### config.mk
export PLATFORM = sky130hd
export DESIGN_NAME = bar_tx_flat
export DESIGN_NICKNAME = d
export VERILOG_FILES = /design/src/rtl/bar_pkg.sv /design/src/rtl/bar_if.sv /design/src/rtl/bar_fifo.sv /design/src/rtl/bar_tx.sv /design/src/flat_wrapper.sv
export SDC_FILE = /design/constraint.sdc
export NUM_CORES = 1
export LEC_CHECK = 0
export CORE_MARGIN = 1
export CORE_UTILIZATION = 25
export DETAILED_ROUTE_END_ITERATION = 16
export PLACE_DENSITY = 0.42
export SLEW_MARGIN = 10
export SYNTH_ARGS = -nofsm -noshare
export SYNTH_HDL_FRONTEND = slang
export SYNTH_HIERARCHICAL = 1
export SYNTH_SLANG_ARGS = --single-unit
### constraint.sdc
create_clock -name clk -period 5.8 [get_ports clk]
set_input_delay 1.16 -clock clk [delete_from_list [all_inputs] [get_ports clk]]
set_output_delay 1.16 -clock clk [all_outputs]
set_load 0.05 [all_outputs]
### src/rtl/bar_pkg.sv
// Shared types and helpers for the bar transmit path.
package bar_pkg;

  localparam int BAR_DEF_WIDTH = 32;

  typedef enum logic {IDLE = 1'b0, SEND = 1'b1} bar_tx_state_t;

  // Pointer width carries one extra wrap bit over the index.
  function automatic int ptr_width(input int depth);
    return $clog2(depth) + 1;
  endfunction

endpackage

### src/rtl/bar_if.sv
// The bar data/valid/ready interface; producers take out, consumers take in.
interface bar #(parameter int N = 32);
  logic [N-1:0] data;
  logic         valid;
  logic         ready;
  modport out (output data, output valid, input ready);
  modport in  (input data, input valid, output ready);
endinterface

### src/rtl/bar_fifo.sv
// Wrap-bit pointer FIFO feeding the bar_tx output stage; flush drops all contents.
module bar_fifo
  import bar_pkg::*;
#(
  parameter int N     = BAR_DEF_WIDTH,
  parameter int DEPTH = 4
) (
  input  logic         clk,
  input  logic         rst,
  input  logic         push,
  input  logic [N-1:0] wdata,
  input  logic         pop,
  input  logic         flush,
  output logic [N-1:0] head,
  output logic         empty,
  output logic         full
);

  localparam int PW = ptr_width(DEPTH);
  localparam int IW = PW - 1;

  logic [N-1:0]  mem_r [DEPTH];
  logic [PW-1:0] wptr_r;
  logic [PW-1:0] rptr_r;
  logic          push_s;
  logic          pop_s;

  // A flush in the same cycle wins over both push and pop.
  assign push_s = push && !full && !flush;
  assign pop_s  = pop && !empty && !flush;

  assign empty = (wptr_r == rptr_r);
  assign full  = (wptr_r[IW-1:0] == rptr_r[IW-1:0]) && (wptr_r[IW] != rptr_r[IW]);
  assign head  = mem_r[rptr_r[IW-1:0]];

  // Pointer update.
  always_ff @(posedge clk) begin
    if (rst) begin
      wptr_r <= '0;
      rptr_r <= '0;
    end else begin
      if (push_s) wptr_r <= wptr_r + PW'(1);
      if (flush)      rptr_r <= wptr_r;
      else if (pop_s) rptr_r <= rptr_r + PW'(1);
    end
  end

  // Storage write; contents need no reset since pointers gate visibility.
  always_ff @(posedge clk) begin
    if (push_s) mem_r[wptr_r[IW-1:0]] <= wdata;
  end

endmodule

### src/rtl/bar_tx.sv
// Transmit end of the bar interface: FIFO plus registered valid/ready output stage.
// Optional BAR_TX_STATS_EN adds sent_cnt/stall_cnt counters.
module bar_tx
  import bar_pkg::*;
#(
  parameter int N     = BAR_DEF_WIDTH,
  parameter int DEPTH = 4
) (
  input  logic         clk,
  input  logic         rst,
  input  logic         wr_en,
  input  logic [N-1:0] wr_data,
  output logic         full,
  input  logic         flush,
  output logic         overflow,
  bar.out              z
`ifdef BAR_TX_STATS_EN
  ,
  output logic [31:0]  sent_cnt,
  output logic [31:0]  stall_cnt
`endif
);

  bar_tx_state_t state_r;
  bar_tx_state_t next_s;
  logic [N-1:0]  data_r;
  logic          valid_r;
  logic          overflow_r;
  logic [N-1:0]  head_s;
  logic          empty_s;
  logic          full_s;
  logic          pop_s;
  logic          xfer_s;

  bar_fifo #(.N(N), .DEPTH(DEPTH)) u_fifo (
    .clk   (clk),
    .rst   (rst),
    .push  (wr_en),
    .wdata (wr_data),
    .pop   (pop_s),
    .flush (flush),
    .head  (head_s),
    .empty (empty_s),
    .full  (full_s)
  );

  assign xfer_s   = valid_r && z.ready;
  assign full     = full_s;
  assign overflow = overflow_r;
  assign z.data   = data_r;
  assign z.valid  = valid_r;

  // Next-state and head-load decision; a flushing cycle never loads a new word.
  always_comb begin
    next_s = state_r;
    pop_s  = 1'b0;
    case (state_r)
      IDLE: begin
        if (!empty_s && !flush) begin
          pop_s  = 1'b1;
          next_s = SEND;
        end else begin
          next_s = IDLE;
        end
      end
      SEND: begin
        if (xfer_s) begin
          if (!empty_s && !flush) begin
            pop_s  = 1'b1;
            next_s = SEND;
          end else begin
            next_s = IDLE;
          end
        end else begin
          next_s = SEND;
        end
      end
      default: begin
        next_s = IDLE;
      end
    endcase
  end

  // Output register, FSM state and sticky overflow.
  always_ff @(posedge clk) begin
    if (rst) begin
      state_r    <= IDLE;
      data_r     <= '0;
      valid_r    <= 1'b0;
      overflow_r <= 1'b0;
    end else begin
      state_r <= next_s;
      valid_r <= (next_s == SEND);
      if (pop_s) data_r <= head_s;
      if (wr_en && full_s) overflow_r <= 1'b1;
    end
  end

`ifdef BAR_TX_STATS_EN
  // Transfer and stall counters, wrapping modulo 2^32.
  always_ff @(posedge clk) begin
    if (rst) begin
      sent_cnt  <= 32'd0;
      stall_cnt <= 32'd0;
    end else begin
      if (xfer_s) sent_cnt <= sent_cnt + 32'd1;
      if (valid_r && !z.ready) stall_cnt <= stall_cnt + 32'd1;
    end
  end
`endif

endmodule

### src/flat_wrapper.sv
// flat-port wrapper written by rule: the top's interface ports become plain ports
module bar_tx_flat import bar_pkg::*;
#(
  parameter int N     = BAR_DEF_WIDTH,
  parameter int DEPTH = 4
)
  (clk, rst, wr_en, wr_data, full, flush, overflow, z_data, z_valid, z_ready);
  bar #(.N(N)) z_i ();
  input  logic clk;
  input  logic rst;
  input  logic wr_en;
  input  logic [N-1:0] wr_data;
  output logic full;
  input  logic flush;
  output logic overflow;
  output wire logic [$bits(z_i.data)-1:0] z_data;
  output wire logic [$bits(z_i.valid)-1:0] z_valid;
  input wire logic [$bits(z_i.ready)-1:0] z_ready;
  assign z_data = z_i.data;
  assign z_valid = z_i.valid;
  assign z_i.ready = z_ready;
  bar_tx #(.N(N), .DEPTH(DEPTH)) u_core (.clk(clk), .rst(rst), .wr_en(wr_en), .wr_data(wr_data), .full(full), .flush(flush), .overflow(overflow), .z(z_i));
endmodule
==> impl_metrics.tcl <==
set metrics [dict create \
    status "finished, violations left" \
    failed_checks "DRC" \
    drv_cap 0 \
    cts_setup_buffers 0 \
    clk_pin_slew_worst_paths_ns 0.07 \
    synth_ff_type "edfxtp_1" \
    core_area_um2 26200 \
    critical_path_required_ns 4.64 \
    cts-root-buf "clkbuf_16" \
    rsz0062_at_grt "no" \
    cts_max_path_buffers 2 \
    grt_usage_pct 10.1 \
    leakage_nw 2.65 \
    ant_nets 0 \
    finalInstanceArea_um2 8340 \
    timing.fmax_ghz 0.282 \
    met2_length_um 6510 \
    clkPwrFrac_pct 39.3 \
    grt_pass1_vias 3558 \
    fin_crit_ns 3.54 \
    relSlewSlack_pct 34.7 \
    num_rows 59 \
    cts_resized 0 \
    dr.max_layer_used "met4" \
    arrival_ns 2.38 \
    overflow 0 \
    diodes 0 \
    synthArstFlopShare_pct 0 \
    yosysWarningCount 6 \
    met3_length_um 417 \
    r2r_cells 8 \
    crit_fanout 7 \
    ir_worst_vdd_v 0.000170 \
    tns_ns 0 \
    layout-drive-gt1-share_pct 16.5 \
    end_kind "output port" \
    drv_slew 0 \
    criticalPathCategory "flip-flop to output port" \
    insertion_delay_ns 0.41 \
    firstDrtPassIters 10 \
    nNetsFinal 495 \
    antenna_found_initial 0 \
    syn_area_per_cell_um2 17.7 \
    dpl_cell_area_um2 7750 \
    p_per_area_nw_per_um2 337 \
    comb_power_share_pct 11.5 \
    post-route-period-util_pct 61.0 \
    hold_violations 0 \
    synthDistinctLibCells 35 \
    critPathSlowestCell "clkdlybuf4s50_1" \
    io_pins 72 \
    htreeDepth 4 \
    netSwitchingPower_w 0.000661 \
    clock-sinks 170 \
    hp-class "flip-flop to flip-flop" \
    syn-cell-area_um2 6710 \
    grt_max_degree 78 \
    start_kind "flip-flop" \
    port_buffers 71 \
    seqPwrFrac_pct 49.1 \
    start_util_pct 25.6 \
    syn_inst 379 \
    viasPerCell 4.22 \
    syn_to_final_growth_pct 24.2 \
    drtIter0Drc 151 \
    hpwlAfterDp_um 7630 \
    hold_depth 2 \
    grt_pass1_wl_um 20600 \
    switching_share_pct 23.5 \
    die_area_um2 27500 \
    die_w_um 166 \
    power.total_w 0.00281 \
    wirelength_met1_um 6180 \
    finalSetupViolations 0 \
    crit_chain "xnor2_1 -> nand3_1 -> inv_1 -> clkdlybuf4s50_1" \
    worst_pin_slew_ns 0.979 \
    p_int_w 0.00215 \
    syn_nets 421 \
    ys_seq_area_share_pct 69.8 \
    wl_per_cell_um 16.5 \
    drt_wl_total_um 13200 \
    globalplace.congestion 0.690 \
    synth-edff-count 128 \
    ys_seq_elements 170 \
    slowest_delay_ns 0.80 \
    fin_skew_ns 0.0124 \
    holdBufCountCts 0 \
    cts_tree "done" \
    drcViolationCount 4 \
    numCtsBuffers 17 \
    num_vias 3382 \
    die_y_um 166 \
]
-- registers in the layout, indices dropped and copies added, names as in the netlist, named ones only --
register              cells
u_core/z.valid            1
u_core/overflow           1
u_core/u_fifo/mem_r     128
u_core/z.data            32
u_core/u_fifo/wptr_r      3
u_core/u_fifo/rptr_r      3
-- layer usage --
| metal | vias up | global-route usage (%) |
|---|---|---|
| li1 | 1595 | - |
| met2 | 56 | 16.6 |
| met5 | - | 0 |
| met4 | 0 | 4.02 |
| met1 | 1727 | 12.7 |
| met3 | 4 | 2.48 |
-- critical path: cells and delay by family, from the launching register on --
family | cells | cell delay (ns)
xor gates and xnor gates | 1 | 0.50
buffers and inverters | 2 | 0.90
DFF | 1 | 0.40
and+or+nand+nor | 1 | 0.16
-- placed cells by master (no fill, tap or decap), drive strengths merged --
cell type,synthesis,final
ha,5,5
nor3b,1,1
clkbuf,11,22
a311o,2,2
a21oi,2,2
mux2,1,1
o21ai,1,1
o311a,1,1
nor3,1,1
nand3,1,1
dfxtp,42,42
a2111o,1,1
nand4bb,1,1
bufinv,0,1
and2,5,5
clkinvlp,0,1
mux2i,33,33
xor2,3,3
clkdlybuf4s50,0,70
o31a,2,2
a31oi,5,5
nand4,1,1
nand2b,66,66
nor2b,3,3
edfxtp,128,128
or4,1,1
nand2,3,3
clkinv,0,8
inv,6,6
mux4,32,32
a222oi,1,1
a41o,1,1
nor2,7,7
xnor2,3,3
o311ai,1,1
buf,8,4
-- stage by stage --
step / std cells / util [%] / setup WS (ns) / hold WS (ns)
2_1_floorplan: 379 / - / 3.27 / 0.539
3_3_place_gp: 769 / 29.6 / 2.26 / 0.462
4_1_cts: 801 / 31.8 / 2.22 / 0.478
5_1_grt: 801 / 31.8 / 2.09 / 0.490
3_5_place_dp: 769 / 29.6 / 2.20 / 0.463
6_report: 801 / 31.8 / 2.26 / 0.476
-- Yosys cell counts, types with 3 or more instances --
cell / n / area, um^2
xor2_1: 3 / 26.3
clkbuf_1: 11 / 41.3
buf_2: 4 / 20.0
a31oi_1: 5 / 31.3
nand2b_1: 66 / 413
and2_2: 5 / 37.5
nor2_1: 7 / 26.3
buf_8: 3 / 45.0
mux2i_1: 33 / 330
xnor2_1: 3 / 26.3
nand2_1: 3 / 11.3
edfxtp_1: 128 / 3840
inv_1: 6 / 22.5
ha_1: 5 / 62.6
dfxtp_1: 42 / 841
mux4_2: 32 / 721
-- area by class of cell --
class,instances,area (um^2)
flip-flops and latches,170,4690
inverters,6,22.5
well taps,335,419
repair buffers,74,728
fillers,2517,17900
clock buffers,22,497
clock inverters,10,91.3
multi-input cells,184,1900
-- power groups by stage --
stage               Combinational, W  Clock (W)  Sequential, W
finish                      0.000324    0.00110        0.00138
global route                0.000349    0.00119        0.00139
CTS                         0.000333    0.00115        0.00138
detailed placement          0.000332          0        0.00141
global placement            0.000329          0        0.00141
floorplan                   0.000151          0        0.00147
-- worst paths after layout --
kind / startpoint / end / slack, ns
worst max-delay path: u_core/u_fifo/wptr_r[0]$_SDFFE_PP0P_ / full / 2.26
worst min-delay path: u_core/z.data[3]$_SDFFE_PP0P_ / u_core/z.data[3]$_SDFFE_PP0P_ / 0.48
worst max register to register: u_core/u_fifo/wptr_r[0]$_SDFFE_PP0P_ / flip-flop / 3.22
worst min register to register: u_core/z.data[3]$_SDFFE_PP0P_ / u_core/z.data[3]$_SDFFE_PP0P_ / 0.48
-- cells by family after synthesis --
logic type	share of synthesized area (%)
muxes	15.9
DFF	69.8
xor gates and xnor gates	0.783
buffers and inverters	1.98
and+or+nand+nor	8.46
AOI/OAI and AO/OA	2.18
adders and majority gates	0.932
Note: power is estimated with default switching activity, not from simulation.
